===== src/rtl/pdm_mic_decimator.sv =====
// PDM microphone front end: drives the mic clock, captures the 1-bit stream,
// boxcar-decimates by ones-counting, optionally removes DC, applies gain and
// saturates to 8-bit signed PCM with a one-cycle valid strobe.
module pdm_mic_decimator #(
    parameter int CLK_DIV    = 32,
    parameter int DECIM      = 256,
    parameter int DC_SHIFT   = 0,
    parameter int GAIN_SHIFT = 0
) (
    input  logic       clk_in,
    input  logic       rst_in,
    input  logic       enable_in,
    input  logic       pdm_data_in,
    output logic       mic_clk_out,
    output logic [7:0] audio_out,
    output logic       audio_valid_out
);
    localparam int HALF = CLK_DIV / 2;
    localparam int DIVW = (HALF > 1) ? $clog2(HALF) : 1;
    localparam int LD   = $clog2(DECIM);
    localparam int RW   = LD + 1;   // raw sample width, holds -DECIM/2..+DECIM/2
    localparam int XW   = RW + 9;   // DC math: raw<<8 plus one guard bit for the difference
    localparam int GW   = XW + 4;   // room for the largest gain shift
    localparam logic signed [GW-1:0] SAT_HI = GW'(127);
    localparam logic signed [GW-1:0] SAT_LO = GW'(-128);

    logic [1:0]           sync;
    logic                 pdm_sync;
    logic [DIVW-1:0]      div;
    logic                 tc;
    logic                 cap;
    logic                 capture;
    logic [LD-1:0]        bit_cnt;
    logic [RW-1:0]        ones_cnt;
    logic                 last;
    logic signed [RW-1:0] raw_next;
    logic signed [RW-1:0] s1_raw;
    logic                 s1_vld;
    logic signed [XW-1:0] raw_ext;
    logic signed [XW-1:0] raw_fx;
    logic signed [XW-1:0] dc;
    logic signed [XW-1:0] dc_step;
    logic signed [XW-1:0] dc_next;
    logic signed [XW-1:0] hp_next;
    logic signed [XW-1:0] hp;
    logic                 s2_vld;
    logic signed [GW-1:0] g;
    logic [7:0]           sample_next;

    assign pdm_sync = sync[1];
    assign tc       = (div == DIVW'(HALF - 1));
    // cap marks the cycle in which mic_clk_out has just gone high
    assign capture  = cap && enable_in;
    assign last     = &bit_cnt;
    assign raw_next = $signed(ones_cnt + RW'(pdm_sync) - RW'(DECIM / 2));

    // Two-flop synchronizer for the asynchronous mic data
    always_ff @(posedge clk_in) begin
        if (rst_in) sync <= 2'b00;
        else        sync <= {sync[0], pdm_data_in};
    end

    // Mic clock divider; disabling parks the clock low and restarts the phase
    always_ff @(posedge clk_in) begin
        if (rst_in || !enable_in) begin
            div         <= '0;
            mic_clk_out <= 1'b0;
            cap         <= 1'b0;
        end else begin
            cap <= tc && !mic_clk_out;
            if (tc) begin
                div         <= '0;
                mic_clk_out <= ~mic_clk_out;
            end else begin
                div <= div + DIVW'(1);
            end
        end
    end

    // Decimation window: count captured bits and ones; partial windows are dropped on disable
    always_ff @(posedge clk_in) begin
        if (rst_in || !enable_in) begin
            bit_cnt  <= '0;
            ones_cnt <= '0;
        end else if (capture) begin
            if (last) begin
                bit_cnt  <= '0;
                ones_cnt <= '0;
            end else begin
                bit_cnt  <= bit_cnt + LD'(1);
                ones_cnt <= ones_cnt + RW'(pdm_sync);
            end
        end
    end

    // S1: register the centred window count
    always_ff @(posedge clk_in) begin
        if (rst_in) begin
            s1_vld <= 1'b0;
            s1_raw <= '0;
        end else begin
            s1_vld <= capture && last;
            if (capture && last) s1_raw <= raw_next;
        end
    end

    // DC tracker: dc holds raw with 8 fractional bits; hp uses the pre-update dc
    always_comb begin
        raw_ext = $signed({{9{s1_raw[RW-1]}}, s1_raw});
        raw_fx  = raw_ext <<< 8;
        dc_step = (raw_fx - dc) >>> DC_SHIFT;
        hp_next = raw_ext;
        dc_next = dc;
        if (DC_SHIFT != 0) begin
            hp_next = raw_ext - (dc >>> 8);
            dc_next = dc + dc_step;
        end
    end

    // S2: DC removal stage
    always_ff @(posedge clk_in) begin
        if (rst_in) begin
            s2_vld <= 1'b0;
            hp     <= '0;
            dc     <= '0;
        end else begin
            s2_vld <= s1_vld;
            if (s1_vld) begin
                hp <= hp_next;
                dc <= dc_next;
            end
        end
    end

    // Gain in a width that cannot overflow, then clamp to 8-bit signed
    always_comb begin
        g = $signed({{4{hp[XW-1]}}, hp}) <<< GAIN_SHIFT;
        if (g > SAT_HI)      sample_next = 8'h7f;
        else if (g < SAT_LO) sample_next = 8'h80;
        else                 sample_next = g[7:0];
    end

    // S3: output register and strobe; audio_out holds between strobes
    always_ff @(posedge clk_in) begin
        if (rst_in) begin
            audio_valid_out <= 1'b0;
            audio_out       <= '0;
        end else begin
            audio_valid_out <= s2_vld;
            if (s2_vld) audio_out <= sample_next;
        end
    end
endmodule


===== config.mk =====
export PLATFORM = sky130hd
export DESIGN_NAME = pdm_mic_decimator
export DESIGN_NICKNAME = d
export VERILOG_FILES = /design/src/rtl/pdm_mic_decimator.sv
export SDC_FILE = /design/constraint.sdc
export NUM_CORES = 1
export LEC_CHECK = 0
export ABC_CLOCK_PERIOD_IN_PS = 3400
export CAP_MARGIN = 20
export CORE_ASPECT_RATIO = 0.9
export CORE_MARGIN = 5
export CORE_UTILIZATION = 32
export CTS_CLUSTER_SIZE = 24
export DETAILED_ROUTE_END_ITERATION = 6
export PLACE_DENSITY = 0.59
export SYNTH_ARGS = -nofsm -noshare
export SYNTH_HDL_FRONTEND = slang
export SYNTH_SLANG_ARGS = --single-unit
export TNS_END_PERCENT = 5

===== constraint.sdc =====
create_clock -name clk_in -period 3.4 [get_ports clk_in]
set_clock_uncertainty 0.15 [all_clocks]
set_input_delay 0.34 -clock clk_in [delete_from_list [all_inputs] [get_ports clk_in]]
set_output_delay 0.34 -clock clk_in [all_outputs]
set_load 0.02 [all_outputs]

==> flow_summary.ini, run 1 <==
[global_route]
antenna_found_initial = 0
grt_max_degree = 33
grt_pass1_vias = 1477
gr-usage-all-layers = 0.0971
grt_pass1_wl_um = 6870
grt_overflow_total = 0

[route]
drtAntennaViolNets = 0
vias = 1666
dr.first_iter.drc_count = 71
first_pass_iters = 6
drc_errors = 0
detail_route.wl_per_cell_um = 11.7
drt-total-wl_um = 4020
via_per_inst = 4.84

[placed_design]
dp_hpwl_um = 2790
port_buffers = 13
gp_congestion = 0.761
dpl_cell_area_um2 = 2440

[layout]
layout_common_cells = dfxtp_1 (54), nor2_1 (33), nand2_1 (18)
layout_commonest_cell = dfxtp_1
area_growth_pct = 13.1
fin_area_um2 = 2530
diodes = 0
nets = 258
drive_above_1_share = 0.0677

[power]
peakVddDrop_mv = 0.145
p_leak_nw = 0.784
p_per_area_nw_per_um2 = 397

[yosys]
yosys_warnings = 0
synthTopCellsByArea = dfxtp_1 (48%), mux2i_1 (6.7%), nor2_1 (5.5%)
synth_cell_types = 39
yosysSeqAreaShare = 0.483
yosysTopAreaCell = dfxtp_1
yosysTopAreaCellShare = 0.483
postSynthCellCount = 240
yosys_register_bits = 54
syn_avg_cell_area_um2 = 9.33
synthesis.area_um2 = 2240
synth_nets = 248

[critical_path]
startpoint_type = flop
slowest_delay_ns = 0.34
cp_slowest_cell = dfxtp_1
r2r_end = s1_raw[8]$_SDFFE_PP0P_
cp.arrival_ns = 2.12
cp_common_cell = ha_1
criticalPathCategory = flop to flop
regToRegStartpoint = ones_cnt[0]$_SDFFE_PP0P_
ff2ff_setup_slack_ns = 1.33
worst-path-max-fanout = 7
cp.required_ns = 3.45
worstSetupEndpointType = flop
crit_chain = ha_1 > ha_1 > nand3_1 > o21a_1 > a211o_1 > a31o_1
rr_worst_depth = 6

[sta]
period_share = 0.609
min_period_ns = 2.07
setup_viol = 0
tightest_slew_ns = 0.848
grt_setup_unrepaired = no
finalMaxSlewViolations = 0
setup_tns_ns = 0
hold_viol = 0
slew_headroom = 0.434
fmax_mhz = 483

[floorplan]
die_height_um = 89.3
row_count = 29
start_util = 0.323
core_um2 = 6930
ioPinCount = 14
die_w_um = 98.2
dieArea_um2 = 8770

[worst_hold_path]
hp-class = flop to flop
min_path_cells = 2
holdCritStartpoint = ones_cnt[0]$_SDFFE_PP0P_
hold-path-endpoint = ones_cnt[0]$_SDFFE_PP0P_

[run_status]
status = complete, no violations

[cts]
numClockSinks = 54
cts_buffers = 5
cts_resized = 0
clockRootBuffer = clkbuf_8
htreeDepth = 2
cts_setup_buffers = 0
worstSkewPairLatency_ns = 0.31
cts_tree = done
clkSlewWorstSetupHoldPaths_ns = 0.10
clockBufferDepth = 2
postCtsHoldBufs = 0

[run]
drv_cap = 0
==> synthesized netlist by cell type, drive strengths merged <==
cell type / count
ha: 4
buf: 1
nor4: 1
or3: 2
and3: 1
and4: 2
a211o: 1
dfxtp: 54
nor2b: 4
a211oi: 4
nand4b: 1
o21ai: 15
nor2: 33
nor3b: 2
nand2b: 2
o21a: 1
and2: 1
nand3b: 1
clkbuf: 10
nand2: 18
inv: 4
mux2i: 15
a21oi: 15
o211ai: 1
a311oi: 9
xnor2: 7
nand3: 10
a21boi: 1
nand4: 6
a21bo: 1
nor3: 6
a31o: 1
xor2: 5
and4b: 1
==> per-layer routing <==
metal	share of wire	wire (um)	global-route usage
met4	0.014	56	0.0409
met3	0.047	189	0.0281
met1	0.51	2060	0.123
met5	0	0	0
met2	0.43	1710	0.156
==> logic make-up after synthesis <==
| group | count (synthesis) | share of synthesized area |
|---|---|---|
| multiplexers | 15 | 0.0671 |
| flip-flops | 54 | 0.483 |
| adder cells (fa/ha/maj) | 4 | 0.0224 |
| buffers and inverters | 15 | 0.0285 |
| AND/OR/NAND/NOR | 91 | 0.208 |
| AO/OA/AOI/OAI | 49 | 0.144 |
| XOR/XNOR | 12 | 0.0470 |
==> registers in the layout (all words and copies together), names as in the netlist, 2 cells and up <==
signal     cells
audio_out      8
bit_cnt        8
div            4
hp             9
ones_cnt       9
s1_raw         9
sync           2
==> critical path, delay by kind of cell (launching register included) <==
kind | cells | cell delay, ns
DFF | 1 | 0.34
AOI/OAI and AO/OA | 3 | 0.75
adders and majority gates | 2 | 0.45
and+or+nand+nor | 1 | 0.27
==> cell type report <==
cell class / instances / area (um^2)
repair buffers: 14 / 138
multi-input cells: 171 / 1090
clock buffers: 5 / 68.8
inverters: 4 / 15.0
fillers: 732 / 4400
flip-flops and latches: 54 / 1080
well taps: 93 / 116
clock inverters: 3 / 18.8
==> report_power, final <==
group	internal [mW]	total (mW)	leakage, nW	switching, mW
registers	0.634	0.636	0.435	0.00148
clock network	0.145	0.351	0.0483	0.206
logic	0.00629	0.0192	0.301	0.0129
total	0.786	1.01	0.784	0.220
==> worst max-delay path by stage <==
| stage | slack (ns) | cells past startpoint | end | from |
|---|---|---|---|---|
| 2_1_floorplan | 1.57 | 6 | s1_raw[8]$_SDFFE_PP0P_ | ones_cnt[0]$_SDFFE_PP0P_ |
| 3_3_place_gp | 1.06 | 5 | s1_raw[0]$_SDFFE_PP0P_ | enable_in |
| 3_5_place_dp | 0.98 | 5 | s1_raw[0]$_SDFFE_PP0P_ | enable_in |
| 4_1_cts | 1.31 | 5 | s1_raw[0]$_SDFFE_PP0P_ | bit_cnt[0]$_SDFFE_PP0P_ |
| 5_1_grt | 1.14 | 6 | s1_raw[8]$_SDFFE_PP0P_ | ones_cnt[0]$_SDFFE_PP0P_ |
| 6_report | 1.33 | 6 | s1_raw[8]$_SDFFE_PP0P_ | ones_cnt[0]$_SDFFE_PP0P_ |
==> through the flow <==
step | power, mW | std cells | hold slack [ns] | util | setup WS, ns
floorplan | 0.661 | 240 | 0.264 | - | 1.57
global placement | 0.669 | 336 | 0.267 | 0.353 | 1.06
detailed placement | 0.670 | 336 | 0.287 | 0.353 | 0.983
CTS | 1.02 | 344 | 0.311 | 0.365 | 1.31
global route | 1.05 | 344 | 0.316 | 0.365 | 1.14
finish | 1.01 | 344 | 0.308 | 0.365 | 1.33
Power figures use the tool's default switching activity.
==> run 2, diff against run 1 <==
--- a/config.mk
+++ b/config.mk
@@ -5,14 +5,14 @@
 export SDC_FILE = /design/constraint.sdc
 export NUM_CORES = 1
 export LEC_CHECK = 0
-export ABC_CLOCK_PERIOD_IN_PS = 3400
+export ABC_CLOCK_PERIOD_IN_PS = 1810
 export CAP_MARGIN = 20
 export CORE_ASPECT_RATIO = 0.9
 export CORE_MARGIN = 5
 export CORE_UTILIZATION = 32
 export CTS_CLUSTER_SIZE = 24
 export DETAILED_ROUTE_END_ITERATION = 6
-export PLACE_DENSITY = 0.59
+export PLACE_DENSITY = 0.61
 export SYNTH_ARGS = -nofsm -noshare
 export SYNTH_HDL_FRONTEND = slang
 export SYNTH_SLANG_ARGS = --single-unit
==> constraint.sdc (replaced) <==
create_clock -name clk_in -period 1.81 [get_ports clk_in]
set_clock_uncertainty 0.15 [all_clocks]
set_input_delay 0.181 -clock clk_in [delete_from_list [all_inputs] [get_ports clk_in]]
set_output_delay 0.181 -clock clk_in [all_outputs]
set_load 0.02 [all_outputs]
==> run 2 against run 1 <==
Net effect: worst setup slack worse by 1.3 ns; wire length is 9.4% higher; total power is 110% higher; sequential share of layout area is 3.6 points lower; flip-flop and latch count stayed put; hold slack worse by 0.025 ns; design area is 9.4% higher; global-route usage is 0.85 points higher; highest routed layer unchanged.
==> flow_summary.ini, run 2 (synthesis results as in run 1) <==
[run_status]
status = complete, no violations

[route]
drc_errors = 0
vias = 1751
drtAntennaViolNets = 0
drt-total-wl_um = 4390
via_per_inst = 4.84
dr.first_iter.drc_count = 77
detail_route.wl_per_cell_um = 12.1
first_pass_iters = 4

[critical_path]
rr_worst_depth = 5
cp.arrival_ns = 1.81
startpoint = sync[1]$_SDFF_PP0_
worstSetupEndpointType = flop
r2r_end = s1_raw[8]$_SDFFE_PP0P_
startpoint_type = flop
ff2ff_setup_slack_ns = 0.05
critical_path.endpoint = s1_raw[8]$_SDFFE_PP0P_
worst-path-max-fanout = 4
cp.required_ns = 1.86
criticalPathCategory = flop to flop
regToRegStartpoint = sync[1]$_SDFF_PP0_

[sta]
hold_viol = 0
setup_viol = 0
fmax_mhz = 569
min_period_ns = 1.76
finalMaxSlewViolations = 0
layout_setup_ws_ns = 0.0520
period_share = 0.971
tightest_slew_ns = 0.575
setup_tns_ns = 0
slew_headroom = 0.616

[floorplan]
die_w_um = 98.2
start_util = 0.323
core_um2 = 6930
row_count = 29
die_height_um = 89.3
ioPinCount = 14
dieArea_um2 = 8770

[worst_hold_path]
hp-class = primary input to flop

[cts]
htreeDepth = 2
numClockSinks = 54
clkSlewWorstSetupHoldPaths_ns = 0.10
cts_buffers = 5
worstSkewPairLatency_ns = 0.31
cts_setup_buffers = 0
cts_tree = done
clockRootBuffer = clkbuf_8
clockBufferDepth = 2

[layout]
fillers = 670
area_growth_pct = 23.7
drive_above_1_share = 0.160
reg_top3 = hp x9, ones_cnt x9, s1_raw x9
diodes = 0
layout_commonest_cell = dfxtp_1
nets = 276
layout_common_cells = dfxtp_1 (52), nor2_1 (32), nand2_1 (18)

[placed_design]
gp_congestion = 0.807
pre_cts_ws_ns = -0.0629
port_buffers = 13
dp_hpwl_um = 3130

[power]
p_per_area_nw_per_um2 = 756
peakVddDrop_mv = 0.276
p_leak_nw = 0.892

[run]
drv_cap = 0

[global_route]
gr-usage-all-layers = 0.106
antenna_found_initial = 0
grt_overflow_total = 0
grt_pass1_vias = 1639
grt_max_degree = 31
grt_pass1_wl_um = 7650
[run 2: cell types whose count changed in the layout (fill, tap and decap cells not counted), sizes merged]
cell / change
bufinv: +1
clkinv: -2
buf: +18
clkbuf: +1
[run 2: power breakdown]
part	internal [mW]	switching (mW)	total (mW)
Clock	0.455	0.399	0.854
Sequential	1.19	0.00317	1.19
Combinational	0.0177	0.0258	0.0435
[run 2: metrics by stage]
step | instances | utilization | power [mW] | hold WS, ns | area, um^2
floorplan | 240 | - | 1.24 | 0.123 | 2240
global placement | 354 | 0.376 | 1.26 | 0.297 | 2610
detailed placement | 354 | 0.376 | 1.27 | 0.308 | 2610
CTS | 362 | 0.394 | 2.12 | 0.276 | 2730
global route | 362 | 0.400 | 2.19 | 0.298 | 2770
finish | 362 | 0.400 | 2.09 | 0.283 | 2770
[run 2: timing repair]
| item | 4_1_cts | 5_1_grt |
|---|---|---|
| setup endpoints to repair | 1 | 6 |
| pin swaps | 0 | 3 |
| hold buffers | 0 | 0 |
| gates resized for setup | 1 | 9 |
[run 2: routing by layer]
metal | vias up | share of wire | global-route usage
li1 | 914 | - | -
met1 | 800 | 0.50 | 0.134
met2 | 33 | 0.44 | 0.182
met3 | 4 | 0.045 | 0.0281
met4 | 0 | 0.0073 | 0.0261
met5 | - | 0 | 0
[run 2: critical path: stages, from the launching register on]
cell and delay, ns:
dfxtp_2 0.36, ha_4 0.15, nand4_2 0.13, or3_4 0.39, a211o_1 0.30, a31o_1 0.17
[run 2: cell type report]
cell class	count	area, um^2	area share
Sequential cell	54	1080	0.391
Tap cell	93	116	0.0420
Timing Repair Buffer	32	298	0.108
Inverter	4	15.0	0.00542
Clock buffer	6	82.6	0.0298
Multi-Input combinational cell	171	1130	0.410
Clock inverter	2	38.8	0.0140
[run 2: worst min path at each step]
stage                                         from                  endpoint  slack (ns)  depth (start not counted)
after global routing                   pdm_data_in        sync[0]$_SDFF_PP0_        0.30                          2
after global placement    ones_cnt[0]$_SDFFE_PP0P_  ones_cnt[0]$_SDFFE_PP0P_        0.30                          2
final                                  pdm_data_in        sync[0]$_SDFF_PP0_        0.28                          2
after floorplan                             rst_in         s1_vld$_SDFF_PP0_        0.12                          1
after CTS                              pdm_data_in        sync[0]$_SDFF_PP0_        0.28                          2
after detailed placement        sync[0]$_SDFF_PP0_        sync[1]$_SDFF_PP0_        0.31                          1
